<file path="src/rtl/mux_seq_serializer.sv">
// Drives a quad 2:1 mux to read channel A then B, packs both nibbles and shifts the word out LSB first.
// Optional even-parity trailer bit is compiled in with `define MUX_SEQ_PARITY_EN.
module mux_seq_serializer #(
    parameter int WIDTH = 4
) (
    input  logic             clk,
    input  logic             rst_n,
    input  logic             start,
    input  logic [WIDTH-1:0] y_in,
    output logic             mux_s,
    output logic             mux_e_n,
    output logic             ser_data,
    output logic             ser_valid,
    input  logic             ser_ready,
    output logic             busy,
    output logic             done
);

    localparam int WW = 2 * WIDTH;
    localparam int CW = $clog2(WW + 1);
`ifdef MUX_SEQ_PARITY_EN
    localparam logic [CW-1:0] LAST_BIT = CW'(WW);
`else
    localparam logic [CW-1:0] LAST_BIT = CW'(WW - 1);
`endif

    typedef enum logic [2:0] {
        ST_IDLE,
        ST_CAP_A,
        ST_CAP_B,
        ST_SHIFT,
        ST_DONE
    } state_t;

    state_t         state_q, state_d;
    logic [WW-1:0]  word_q, word_d;
    logic [CW-1:0]  cnt_q, cnt_d;
    logic           bit_out;

`ifdef MUX_SEQ_PARITY_EN
    logic parity_q, parity_d;

    always_ff @(posedge clk or negedge rst_n) begin
        if (!rst_n) begin
            parity_q <= 1'b0;
        end else begin
            parity_q <= parity_d;
        end
    end

    always_comb begin
        parity_d = parity_q;
        if (state_q == ST_CAP_B) begin
            parity_d = ^{y_in, word_q[WIDTH-1:0]};
        end
    end

    // The data bits have all shifted out by the time the parity slot comes up.
    assign bit_out = (cnt_q == CW'(WW)) ? parity_q : word_q[0];
`else
    assign bit_out = word_q[0];
`endif

    always_ff @(posedge clk or negedge rst_n) begin
        if (!rst_n) begin
            state_q <= ST_IDLE;
            word_q  <= '0;
            cnt_q   <= '0;
        end else begin
            state_q <= state_d;
            word_q  <= word_d;
            cnt_q   <= cnt_d;
        end
    end

    always_comb begin
        state_d = state_q;
        word_d  = word_q;
        cnt_d   = cnt_q;
        case (state_q)
            ST_IDLE: begin
                if (start) begin
                    state_d = ST_CAP_A;
                    cnt_d   = '0;
                end
            end
            ST_CAP_A: begin
                word_d[WIDTH-1:0] = y_in;
                state_d           = ST_CAP_B;
            end
            ST_CAP_B: begin
                word_d[WW-1:WIDTH] = y_in;
                state_d            = ST_SHIFT;
            end
            ST_SHIFT: begin
                if (ser_ready) begin
                    word_d = word_q >> 1;
                    cnt_d  = cnt_q + CW'(1);
                    if (cnt_q == LAST_BIT) begin
                        state_d = ST_DONE;
                    end
                end
            end
            ST_DONE: begin
                state_d = ST_IDLE;
            end
            default: begin
                state_d = ST_IDLE;
            end
        endcase
    end

    // Every output is a decode of registered state, so ser_ready/y_in never reach an output.
    assign mux_e_n   = !((state_q == ST_CAP_A) || (state_q == ST_CAP_B));
    assign mux_s     = (state_q == ST_CAP_B);
    assign ser_valid = (state_q == ST_SHIFT);
    assign ser_data  = (state_q == ST_SHIFT) && bit_out;
    assign busy      = (state_q != ST_IDLE);
    assign done      = (state_q == ST_DONE);

endmodule

</file>
<file path="config.mk">
export PLATFORM = sky130hd
export DESIGN_NAME = mux_seq_serializer
export DESIGN_NICKNAME = d
export VERILOG_FILES = /design/src/rtl/mux_seq_serializer.sv
export SDC_FILE = /design/constraint.sdc
export NUM_CORES = 1
export LEC_CHECK = 0
export BUFFER_PORTS_ARGS = -buffer_cell sky130_fd_sc_hd__buf_2
export CORE_MARGIN = 1.5
export CORE_UTILIZATION = 30
export DETAILED_ROUTE_END_ITERATION = 8
export GPL_ROUTABILITY_DRIVEN = 0
export SYNTH_ARGS = -nofsm -noshare
export SYNTH_HDL_FRONTEND = slang
export SYNTH_SLANG_ARGS = --single-unit
</file>
<file path="constraint.sdc">
create_clock -name clk -period 2.16 [get_ports clk]
set_input_delay 0.432 -clock clk [delete_from_list [all_inputs] [get_ports clk]]
set_output_delay 0.432 -clock clk [all_outputs]
set_load 0.05 [all_outputs]
</file>
==> results.py <==
metrics = {
    "setup_path": {
        "criticalPathCategory": "reg -> out",
        "path_cells": "nand3b_2, nor2_1, buf_2",
        "rrSetupSlack_ns": 0.60,
        "reg2reg_depth": 3,
        "endpoint_kind": "output pin",
        "worstPathRequired_ns": 1.73,
        "start_kind": "flip-flop",
        "cp_max_fo": 12,
        "crit_arrival_ns": 1.52,
        "cpPeakStageDelay_ns": 0.49,
        "cp_slowest_cell": "dfrtp_1",
    },
    "drt": {
        "wl_um": 1534,
        "vias_per_cell": 5.207,
        "routed-via-count": 630,
        "drtAntennaViolNets": 0,
        "wl_per_cell_um": 12.68,
        "firstDrtPassIters": 4,
        "drc": 0,
        "drtIter0Drc": 6,
    },
    "clock_tree": {
        "clock_latency_ns": 0.28,
        "numCtsBuffers": 3,
        "cts_root_buf": "clkbuf_4",
        "clk_pin_slew_ns": 0.10,
        "cts-htree-levels": 1,
        "clockBufferDepth": 2,
        "cts_tree": "built",
        "cts.sinks": 15,
        "cts.hold.buffers_added": 0,
    },
    "floorplan": {
        "core_area_um2": 2522,
        "die_y_um": 55.27,
        "die_x_um": 55.27,
        "start_util_pct": 32.49,
        "ios": 14,
        "core.rowCount": 18,
        "dieArea_um2": 3054,
    },
    "global_routing": {
        "grt_pass1_vias": 587,
        "antenna_found_initial": 0,
        "grt_pass1_wl_um": 2766,
        "grt_max_degree": 18,
        "overflow": 0,
        "grt_use_total_pct": 11.36,
    },
    "yosys": {
        "synth.cell_area_um2": 819.5,
        "synth.largest_area_cell": "dfrtp_1",
        "yosysSeqAreaShare_pct": 45.80,
        "netlist_instances": 78,
        "yosys_warnings": 0,
        "synth_nets": 87,
        "synth.top_cell.area_share_pct": 45.80,
        "synth.distinct_cells": 32,
        "syn_area_per_cell_um2": 10.51,
        "synthTopCellsByArea": "dfrtp_1 (46%), mux2_2 (9.6%), nor2_1 (3.2%)",
        "ys_seq_elements": 15,
    },
    "final_layout": {
        "fin_util_pct": 36.76,
        "final_nets": 101,
        "final_layout_size_suffix_gt1_share_pct": 29.67,
        "syn_to_final_growth_pct": 13.13,
        "diodes": 0,
        "final_cell_count_no_fill": 121,
    },
    "place": {
        "hpwl_um": 1151,
        "dp.cells": 117,
        "port-buffer-count": 13,
    },
    "pwr": {
        "p_leak_nw": 0.4254,
        "vdd_ir_drop_max_mv": 0.7517,
        "p_per_area_nw_per_um2": 1514,
    },
    "sta": {
        "setup-tns-final_ns": 0,
        "setup_viol": 0,
        "fmax_mhz": 511.1,
        "relSlewSlack_pct": 73.99,
        "drv_slew": 0,
        "period_minus_slack_ns": 1.956,
        "finalHoldViolCount": 0,
        "skew_ns": 0.01137,
        "tightest_slew_ns": 0.3901,
        "period_share_pct": 90.58,
        "rsz0062_at_grt": "false",
    },
    "outcome": {
        "status": "finished clean",
    },
    "hold_path": {
        "hold_class": "in -> async",
    },
    "run": {
        "cap_violations": 0,
    },
}
## cell usage after synthesis, drive strengths merged
master   number
nand2b        4
dfrtp        15
ha            1
a211oi        1
a21o          1
nor2          7
and2          1
nor2b         1
and4b         1
o2bb2ai       1
buf           2
nor3          4
nand4b        2
mux2i         2
and3          1
a211o         2
a21oi         2
inv           4
o22ai         3
mux2          7
nand3b        1
clkbuf        2
or3           1
nor3b         2
or3b          1
nand3         2
a22o          1
a2bb2oi       3
nand2         2
xor2          1
## path summary, 6_finish.rpt
| check | from | end |
|---|---|---|
| min | rst_n | state_q[2]$_DFFE_PN0P_ |
| max reg2reg | state_q[1]$_DFFE_PN0P_ | cnt_q[3]$_DFFE_PN0P_ |
| max in group asynchronous | rst_n | state_q[0]$_DFFE_PN0P_ |
| min reg2reg | word_q[2]$_DFFE_PN0P_ | word_q[2]$_DFFE_PN0P_ |
| max | state_q[2]$_DFFE_PN0P_ | ser_data |
| min in group clk | y_in[3] | word_q[7]$_DFFE_PN0P_ |
## per-stage QoR
stage	power, mW	setup slack [ns]	instance area, um^2	hold WS (ns)
final	1.403	0.2036	927.1	0.03728
after detailed placement	1.254	0.4186	898.4	0.3621
after floorplan	1.124	0.3237	819.5	0.1364
after global placement	1.232	0.4603	898.4	0.3578
after global routing	1.526	0.08726	927.1	0.03873
after CTS	1.420	0.1013	925.9	0.03718
## cell usage in the layout, fill, tap and decap left out, drive strengths merged, types with 2 or more instances in the layout
master   netlist  routed
dfrtp         15      15
buf            2      13
nor2           7       7
mux2           7       7
inv            4       4
nand2b         4       4
nor3           4       4
a2bb2oi        3       3
o22ai          3       3
clkbuf         2       3
nand3          2       2
nand4b         2       2
a211o          2       2
nand2          2       2
mux2i          2       2
nor3b          2       2
a21oi          2       2
## power by group
part           internal, mW  total, mW  switching, mW
registers             0.407      0.532          0.125
clock network        0.0686      0.162         0.0936
logic                 0.310      0.709          0.399
total                 0.786       1.40          0.618
## worst max-delay path, delay by kind of cell, from the launching register on
kind / cells / cell delay, ns
AND/OR/NAND/NOR: 2 / 0.48
flip-flops: 1 / 0.49
buffers and inverters: 1 / 0.27
## cells by family (layout without fill, tap and decap cells)
logic type	Yosys count	count (layout)	share of synthesized area, %
flops	15	15	45.80
mux	9	9	12.06
simple gates	30	30	21.53
xor+xnor	1	1	1.069
fa+ha+maj	1	1	1.526
compound gates	14	14	13.28
buf+inv	8	21	4.732
## sequential cells by signal (all words and copies together), names as in the netlist
| signal | cells |
|---|---|
| state_q | 3 |
| cnt_q | 4 |
| word_q | 8 |
## per-layer routing
metal,vias to the layer above,global-route usage [%],part of all wire [%]
li1,308,-,-
met1,306,15.70,49
met2,12,15.82,45
met3,4,2.576,2.9
met4,0,7.317,2.2
met5,-,0,0
## area by class of cell
class	instances	area, um^2
Clock buffer	3	22.52
Clock inverter	1	5.005
Inverter	4	15.01
Multi-Input combinational cell	55	405.4
Timing Repair Buffer	13	65.06
Fill cell	272	1595
Sequential cell	15	376.6
Tap cell	30	37.54
## repair_timing
| item | 4_1_cts | 5_1_grt |
|---|---|---|
| gates resized for setup | 0 | 1 |
| endpoints found under the hold margin | 0 | 0 |
| setup endpoints to repair | 0 | 1 |
| setup buffers | 0 | 0 |
Note: power is estimated with default switching activity, not from simulation.
